## src/rtl/uart_tx_arbiter.sv

```systemverilog
// Round-robin arbiter sharing one byte-wide UART transmitter between N_REQ word producers.
// Optional UART_TX_ARB_HEADER_EN: prefix each word with header byte 8'hA0 | winner[3:0].
module uart_tx_arbiter #(
  parameter int N_REQ     = 4,
  parameter int DATA_BITS = 32
) (
  input  logic                       i_clk,
  input  logic                       i_reset_n,
  input  logic [N_REQ-1:0]           i_req,
  input  logic [N_REQ*DATA_BITS-1:0] i_data,
  output logic [N_REQ-1:0]           o_ack,
  output logic [N_REQ-1:0]           o_grant,
  output logic                       o_tx_start,
  output logic [7:0]                 o_tx_data,
  input  logic                       i_tx_done,
  output logic                       o_busy
);

  localparam int BYTES = DATA_BITS / 8;
`ifdef UART_TX_ARB_HEADER_EN
  localparam int HDR_OFS = 1;
`else
  localparam int HDR_OFS = 0;
`endif
  localparam int LAST   = BYTES - 1 + HDR_OFS;
  localparam int IDX_W  = (N_REQ > 1) ? $clog2(N_REQ) : 1;
  localparam int CNT_W  = (LAST > 0) ? $clog2(LAST + 1) : 1;
  localparam int BIDX_W = (BYTES > 1) ? $clog2(BYTES) : 1;

  typedef enum logic [1:0] {IDLE, START, WAIT, ACK} state_t;

  state_t                               state_q, state_d;
  logic [N_REQ-1:0][BYTES-1:0][7:0]     words;
  logic [BYTES-1:0][7:0]                shadow_q;
  logic [IDX_W-1:0]                     ptr_q, win_q, arb_idx, cand;
  logic                                 arb_found;
  logic [CNT_W-1:0]                     cnt_q;
  logic [N_REQ-1:0]                     grant_q;
  logic [7:0]                           txd_q, first_byte;
  logic [BIDX_W-1:0]                    nxt_bidx;
  logic                                 last_byte;

  assign words     = i_data;
  assign last_byte = (cnt_q == CNT_W'(LAST));
  // Byte index of the next data byte; the header slot shifts data by one count.
  assign nxt_bidx  = BIDX_W'(int'(cnt_q) + 1 - HDR_OFS);

`ifdef UART_TX_ARB_HEADER_EN
  assign first_byte = 8'hA0 | 8'(arb_idx);
`else
  assign first_byte = words[arb_idx][0];
`endif

  // Rotating priority search starting at ptr_q.
  always_comb begin
    arb_found = 1'b0;
    arb_idx   = '0;
    cand      = '0;
    for (int i = 0; i < N_REQ; i++) begin
      cand = IDX_W'((int'(ptr_q) + i) % N_REQ);
      if (!arb_found && i_req[cand]) begin
        arb_found = 1'b1;
        arb_idx   = cand;
      end
    end
  end

  always_ff @(posedge i_clk or negedge i_reset_n) begin
    if (!i_reset_n) state_q <= IDLE;
    else            state_q <= state_d;
  end

  always_comb begin
    state_d = state_q;
    case (state_q)
      IDLE:    if (arb_found) state_d = START;
      START:   state_d = WAIT;
      WAIT:    if (i_tx_done) state_d = last_byte ? ACK : START;
      ACK:     state_d = IDLE;
      default: state_d = IDLE;
    endcase
  end

  always_ff @(posedge i_clk or negedge i_reset_n) begin
    if (!i_reset_n) begin
      ptr_q    <= '0;
      win_q    <= '0;
      shadow_q <= '0;
      cnt_q    <= '0;
      grant_q  <= '0;
      txd_q    <= '0;
    end else begin
      case (state_q)
        IDLE: if (arb_found) begin
          grant_q  <= N_REQ'(1) << arb_idx;
          win_q    <= arb_idx;
          shadow_q <= words[arb_idx];
          cnt_q    <= '0;
          txd_q    <= first_byte;
        end
        WAIT: if (i_tx_done && !last_byte) begin
          cnt_q <= cnt_q + 1'b1;
          txd_q <= shadow_q[nxt_bidx];
        end
        ACK: begin
          grant_q <= '0;
          ptr_q   <= (win_q == IDX_W'(N_REQ - 1)) ? '0 : win_q + 1'b1;
        end
        default: ;
      endcase
    end
  end

  assign o_grant    = grant_q;
  assign o_ack      = (state_q == ACK) ? grant_q : '0;
  assign o_tx_start = (state_q == START);
  assign o_tx_data  = txd_q;
  assign o_busy     = (state_q != IDLE);

endmodule

```

## config.mk

```make
export PLATFORM = sky130hd
export DESIGN_NAME = uart_tx_arbiter
export DESIGN_NICKNAME = d
export VERILOG_FILES = /design/src/rtl/uart_tx_arbiter.sv
export SDC_FILE = /design/constraint.sdc
export NUM_CORES = 1
export LEC_CHECK = 0
export CORE_ASPECT_RATIO = 1.4
export CORE_UTILIZATION = 39
export DETAILED_ROUTE_END_ITERATION = 12
export PLACE_DENSITY = 0.76
export SLEW_MARGIN = 10
export SYNTH_ARGS = -nofsm -noshare
export SYNTH_HDL_FRONTEND = slang
export SYNTH_SLANG_ARGS = --single-unit
```

## constraint.sdc

```tcl
create_clock -name i_clk -period 1.67 [get_ports i_clk]
set_clock_uncertainty 0.1 [all_clocks]
set_input_delay 0.334 -clock i_clk [delete_from_list [all_inputs] [get_ports i_clk]]
set_output_delay 0.334 -clock i_clk [all_outputs]
set_load 0.1 [all_outputs]
```

; Word level (Yosys, flattened, before mapping)
; Cells that the tools add are included.
[word_totals]
regBits = 52
in_bits = 135
wordCells = 81
[op_classes]
add_sub_neg = 6
n_lt_le_gt_ge = 6
eq_ne = 8
shifts = 1
mux = 34
n_reduce_logical = 16
[ops]
columns = op, count
row1 = binary-select mux 32 bit (select 2 bit), 1
row2 = two-way mux 32 bit, 1
row3 = two-way mux 8 bit, 3
row4 = two-way mux 2 bit, 10
row5 = "less-than comparator 2 x 3 -> 1 bit, second input constant", 6
row6 = binary-select mux 8 bit (select 2 bit), 1
row7 = case mux 8 bit (2 select lines), 1
row8 = "adder 2 x 1 -> 2 bit, second input constant", 4
row9 = binary-select mux 1 bit (select 2 bit), 4
row10 = "equality test 2 bit, second input constant", 4
row11 = two-way mux 1 bit, 8
row12 = two-way mux 4 bit, 2
row13 = case mux 2 bit (4 select lines), 1
row14 = case mux 4 bit (2 select lines), 1
row15 = "inequality test 2 bit, second input constant", 3
row16 = AND reduction 2 bit, 3
row17 = nonzero test 2 bit, 3
row18 = "adder 2 bit, second input constant", 2
row19 = logical AND 1 bit, 4
row20 = logical NOT 1 bit, 4
row21 = case mux 2 bit (2 select lines), 1
row22 = "<< shifter 1 x 2 -> 4 bit, first input constant", 1
row23 = AND reduction 3 bit, 1
row24 = "equality test 2 x 1 -> 1 bit, second input constant", 1
row25 = logical NOT 2 bit, 1

; Logic depth before layout (Yosys ltp)
; Gate-level depths: netlist (run 1).
[depth]
word_depth = 16
depth_mapped = 8

; Least setup slack after synthesis (run 1)
; Ideal clock, no wire load.
[synth_path]
kind = reg-to-output
from = register state_q[0]
to = output o_tx_start
arrival_time_ps = 2013
t_required_ps = 1236
path_slack_ps = -777
stages_incl_launch_ff = 3
n_path_buf = 1
cell_sequence = dfrtp_1 clkbuf_1 nor2b_1
[synth_between]
elab_chain_len = 1
[synth_lines]
columns = element, line
row1 = from (decl), 32  ; state_t state_q, state_d;
row2 = from (signal assigned), 70  ; else state_q <= state_d;
row3 = equality test 2 x 1 -> 1 bit, 116  ; assign o_tx_start = (state_q == START);
row4 = to (decl), 13  ; output logic o_tx_start,
; Every way passes these cells.

; Worst setup path in the final report (run 1)
[layout_path]
from = register ptr_q[1]
to = register shadow_q[15] (netlist bit)
[layout_between]
elab_chain_len = 14
word_cells_on_any_way = 28
cone_classes = add/sub: 3 / mux: 18 / reduce/logical: 7
[layout_lines]
columns = element, line
row1 = from (decl), 35  ; logic [IDX_W-1:0] ptr_q, win_q, arb_idx, cand;
row2 = from (signal assigned), 107  ; ptr_q <= (win_q == IDX_W'(N_REQ - 1)) ? '0 : win_q + 1'b1;
row3 = branches (longest 14 deep; another with adder 2 x 1 -> 2 bit), --
row4 = to (signal assigned), 97  ; shadow_q <= words[arb_idx];
row5 = to (decl), 34  ; logic [BYTES-1:0][7:0] shadow_q;
; Several ways; the timed one is not identified. The select of a mux whose other input is x is not followed.
; A chain may end at the register's enable or synchronous reset.

==> results of run 1 <==
==> layer usage <==
layer | GRT usage | vias to the layer above
li1 | - | 1778
met3 | 0.0335 | 25
met1 | 0.290 | 1780
met5 | 0 | -
met2 | 0.410 | 178
met4 | 0.0947 | 0
==> cell usage after synthesis, types with 2 or more instances <==
cell	instances	share of area
clkbuf_1	18	0.019
dfrtp_1	52	0.37
o21ai_1	9	0.013
nand2b_1	5	0.0089
buf_6	3	0.0097
a21oi_1	13	0.019
mux2_2	9	0.029
nand2_1	102	0.11
nor2b_1	4	0.0072
o31ai_1	25	0.054
or2_2	2	0.0036
o21ai_0	8	0.011
buf_4	4	0.0086
ha_1	2	0.0072
mux2i_1	17	0.049
and3_1	52	0.093
a211oi_1	24	0.052
nor2_1	13	0.014
mux4_2	8	0.052
o21ai_2	6	0.015
buf_2	10	0.014
nor4_1	2	0.0036
==> worst register-to-register path: stages, from the launching register on <==
cell     delay [ns]
dfrtp_2        0.45
and3b_1        0.21
o21ai_4        0.14
and2_4         0.23
buf_12         0.16
buf_12         0.13
nand2_1        0.06
and3_1         0.20
o31ai_1        0.24
==> state kept, by name, summed over array words and instances (netlist names) <==
| register | count |
|---|---|
| cnt_q | 2 |
| o_grant | 4 |
| o_tx_data | 8 |
| ptr_q | 2 |
| shadow_q | 32 |
| state_q | 2 |
| win_q | 2 |
==> cell families after synthesis <==
kind of cell | after synthesis
and+or+nand+nor | 184
AOI/OAI and AO/OA | 92
DFF | 52
buffers and inverters | 39
muxes | 34
adders and majority gates | 2
==> metrics by stage <==
stage / worst slack (ns) / utilization / hold slack (ns) / std cells
floorplan: -0.187 / - / -0.0616 / 403
global placement: -0.638 / 0.637 / 0.242 / 651
detailed placement: -0.663 / 0.637 / 0.245 / 651
CTS: -0.225 / 0.678 / 0.381 / 664
global route: -0.471 / 0.710 / 0.410 / 678
finish: -0.354 / 0.710 / 0.381 / 678
==> worst max-delay path by stage <==
stage,startpoint,to,slack [ns],cells after the start
floorplan,state_q[1],shadow_q[10],-0.19,8
global placement,i_req[3],shadow_q[8],-0.64,7
detailed placement,i_req[3],shadow_q[7],-0.66,8
CTS,ptr_q[1],shadow_q[9],-0.23,8
global route,ptr_q[1],shadow_q[15],-0.47,8
finish,ptr_q[1],shadow_q[15],-0.35,8
==> power groups by stage <==
stage	combinational (mW)	clock, mW	sequential [mW]
2_1_floorplan	3.56	0	3.15
3_3_place_gp	6.34	0	2.40
3_5_place_dp	6.47	0	2.43
4_1_cts	6.82	1.24	2.43
5_1_grt	8.02	1.30	2.53
6_report	7.57	1.24	2.47
==> what timing repair did <==
| action | in CTS | in global routing |
|---|---|---|
| endpoints found under the hold margin | 52 | 0 |
| pin swaps | 2 | 13 |
| gates cloned | 1 | 3 |
| hold buffers | 1 | 0 |
| gates resized for setup | 32 | 37 |
| setup endpoints to repair | 54 | 52 |
| setup buffers | 3 | 12 |
==> cell type report <==
type	count	share of cell area
Clock buffer	7	0.0248
Clock inverter	1	0.00488
Inverter	1	0.000610
Multi-Input combinational cell	312	0.364
Sequential cell	52	0.213
Tap cell	105	0.0214
Timing Repair Buffer	200	0.371
==> metrics.yaml, run 1 <==
fill_cells: 627
worstPathArrival_ns: 2.11
clock_latency_ns: 0.29
synthArstFlopShare: 1.00
violations: "setup timing"
synthCells: 403
timing.final.crit_share: 1.21
worstSetupStartpointType: "flip-flop"
rrSetupSlack_ns: -0.35
synth.mux.area_fraction: 0.129
comb_power_share: 0.671
cts_tree: "yes"
avgSynthCellArea_um2: 8.68
min_path_cells: 2
path_class: "flip-flop to flip-flop"
die_w_um: 82.0
worstHoldPathType: "flip-flop to flip-flop"
synth-simple-area-share: 0.248
placementRows: 40
drtIter0Drc: 251
clock_path_buffers: 2
synth_top_family_by_area: "simple AND/OR/NAND/NOR gates"
crit-reg2reg-launch: "ptr_q[1]"
drive_gt1_frac: 0.258
drt-wirelength-per-cell_um: 17.8
clk_pin_slew_worst_paths_ns: 0.07
hold_violations: 0
routed_wl_mm: 12.1
wl_met1_mm: 4.49
antenna_cells: 0
max_freq_ghz: 0.494
drt_first_pass_iters: 5
grt_setup_unrepaired: "yes"
p_int_mw: 6.24
stdcell_area_um2: 6150
worst-path-buf-inv: 2
outcome: "finished, violations left"
hpwlAfterDp_mm: 7.89
initial_core_util: 0.404
tns_ns: -8.57
critPathCaptureType: "flip-flop"
first_global_vias: 3521
reg2reg_to: "shadow_q[15]"
final_common_cell: "clkdlybuf4s50_1"
worst_ep_required_time_ns: 1.76
gp_congestion: 0.843
min_period_ns: 2.02
ys_types: 37
most-common-layout-cells: "clkdlybuf4s50_1, nand2_1, dfrtp_1, and3_1, buf_12"
synth_edf_count: 0
multiInputGateArea_um2: 2240
h-tree-depth: 2
synth_area_um2: 3500
relSlewSlack: 0.744
ys_ff_latch: 52
wl_met2_mm: 6.44
crit_family: "simple AND/OR/NAND/NOR gates"
crit_path_cell_trace: "and3b_1 > o21ai_4 > and2_4 > buf_12 > buf_12 > nand2_1 > and3_1 > o31ai_1"
cts.sinks: 52
met3_length_um: 778
highest_layer: "met4"
path_max_fanout: 8
fin_total_pwr_mw: 11.3
critPathMaxStageDelay_ns: 0.45
grt_max_degree: 53
port_buffers: 152
cp_slowest_cell: "dfrtp_2"
routed_via_density: 5.55
synth-main-ff-cell: "dfrtp_1"
synth_compound_area_frac: 0.183
reg2reg_depth: 8
crit_top_cell: "buf_12"
syn2layout_area_growth_pct: 75.8
cts-root-buf: "clkbuf_16"
p_per_area_nw_per_um2: 1830
die_h_um: 114
ys_seq_area_frac: 0.372
drc: 0
pwr-share-seq: 0.219
synthAdderAreaFrac: 0.00715
ant_nets: 0
postPlaceCellArea_um2: 5510
p_clk_frac: 0.110
p_sw_mw: 5.04
final-seq-area_um2: 1310
grt_usage: 0.237
syn-num-nets: 540
coreArea_um2: 8660
vdd_drop_max_mv: 1.24
holdPathEnd: "shadow_q[31]"
synth_warnings: 0
cap_violations: 0
leakagePower_nw: 2.69
drv_slew: 0
io_pins: 153
setup_viol: 49
fin_ws_ns: -0.354
synthXorXnorAreaFrac: 0
grt_overflow: 0
die_area_um2: 9360
antenna_found_initial: 0
vias: 3761
worstMarginPinSlew_ns: 0.382
grt_pass1_wl_mm: 16.9
cts_buffers: 5
swShare: 0.447
hold_start: "shadow_q[31]"
finalNetCount: 709
No activity file was read; power rests on OpenSTA's default activity.
==> inputs of run 2 (changes only) <==
GPL_ROUTABILITY_DRIVEN = 0   (was unset)
SLEW_MARGIN = 20   (was 10)
==> results of run 2 <==
Same layout as run 1: the final DEF is identical, and so are final timing and power.
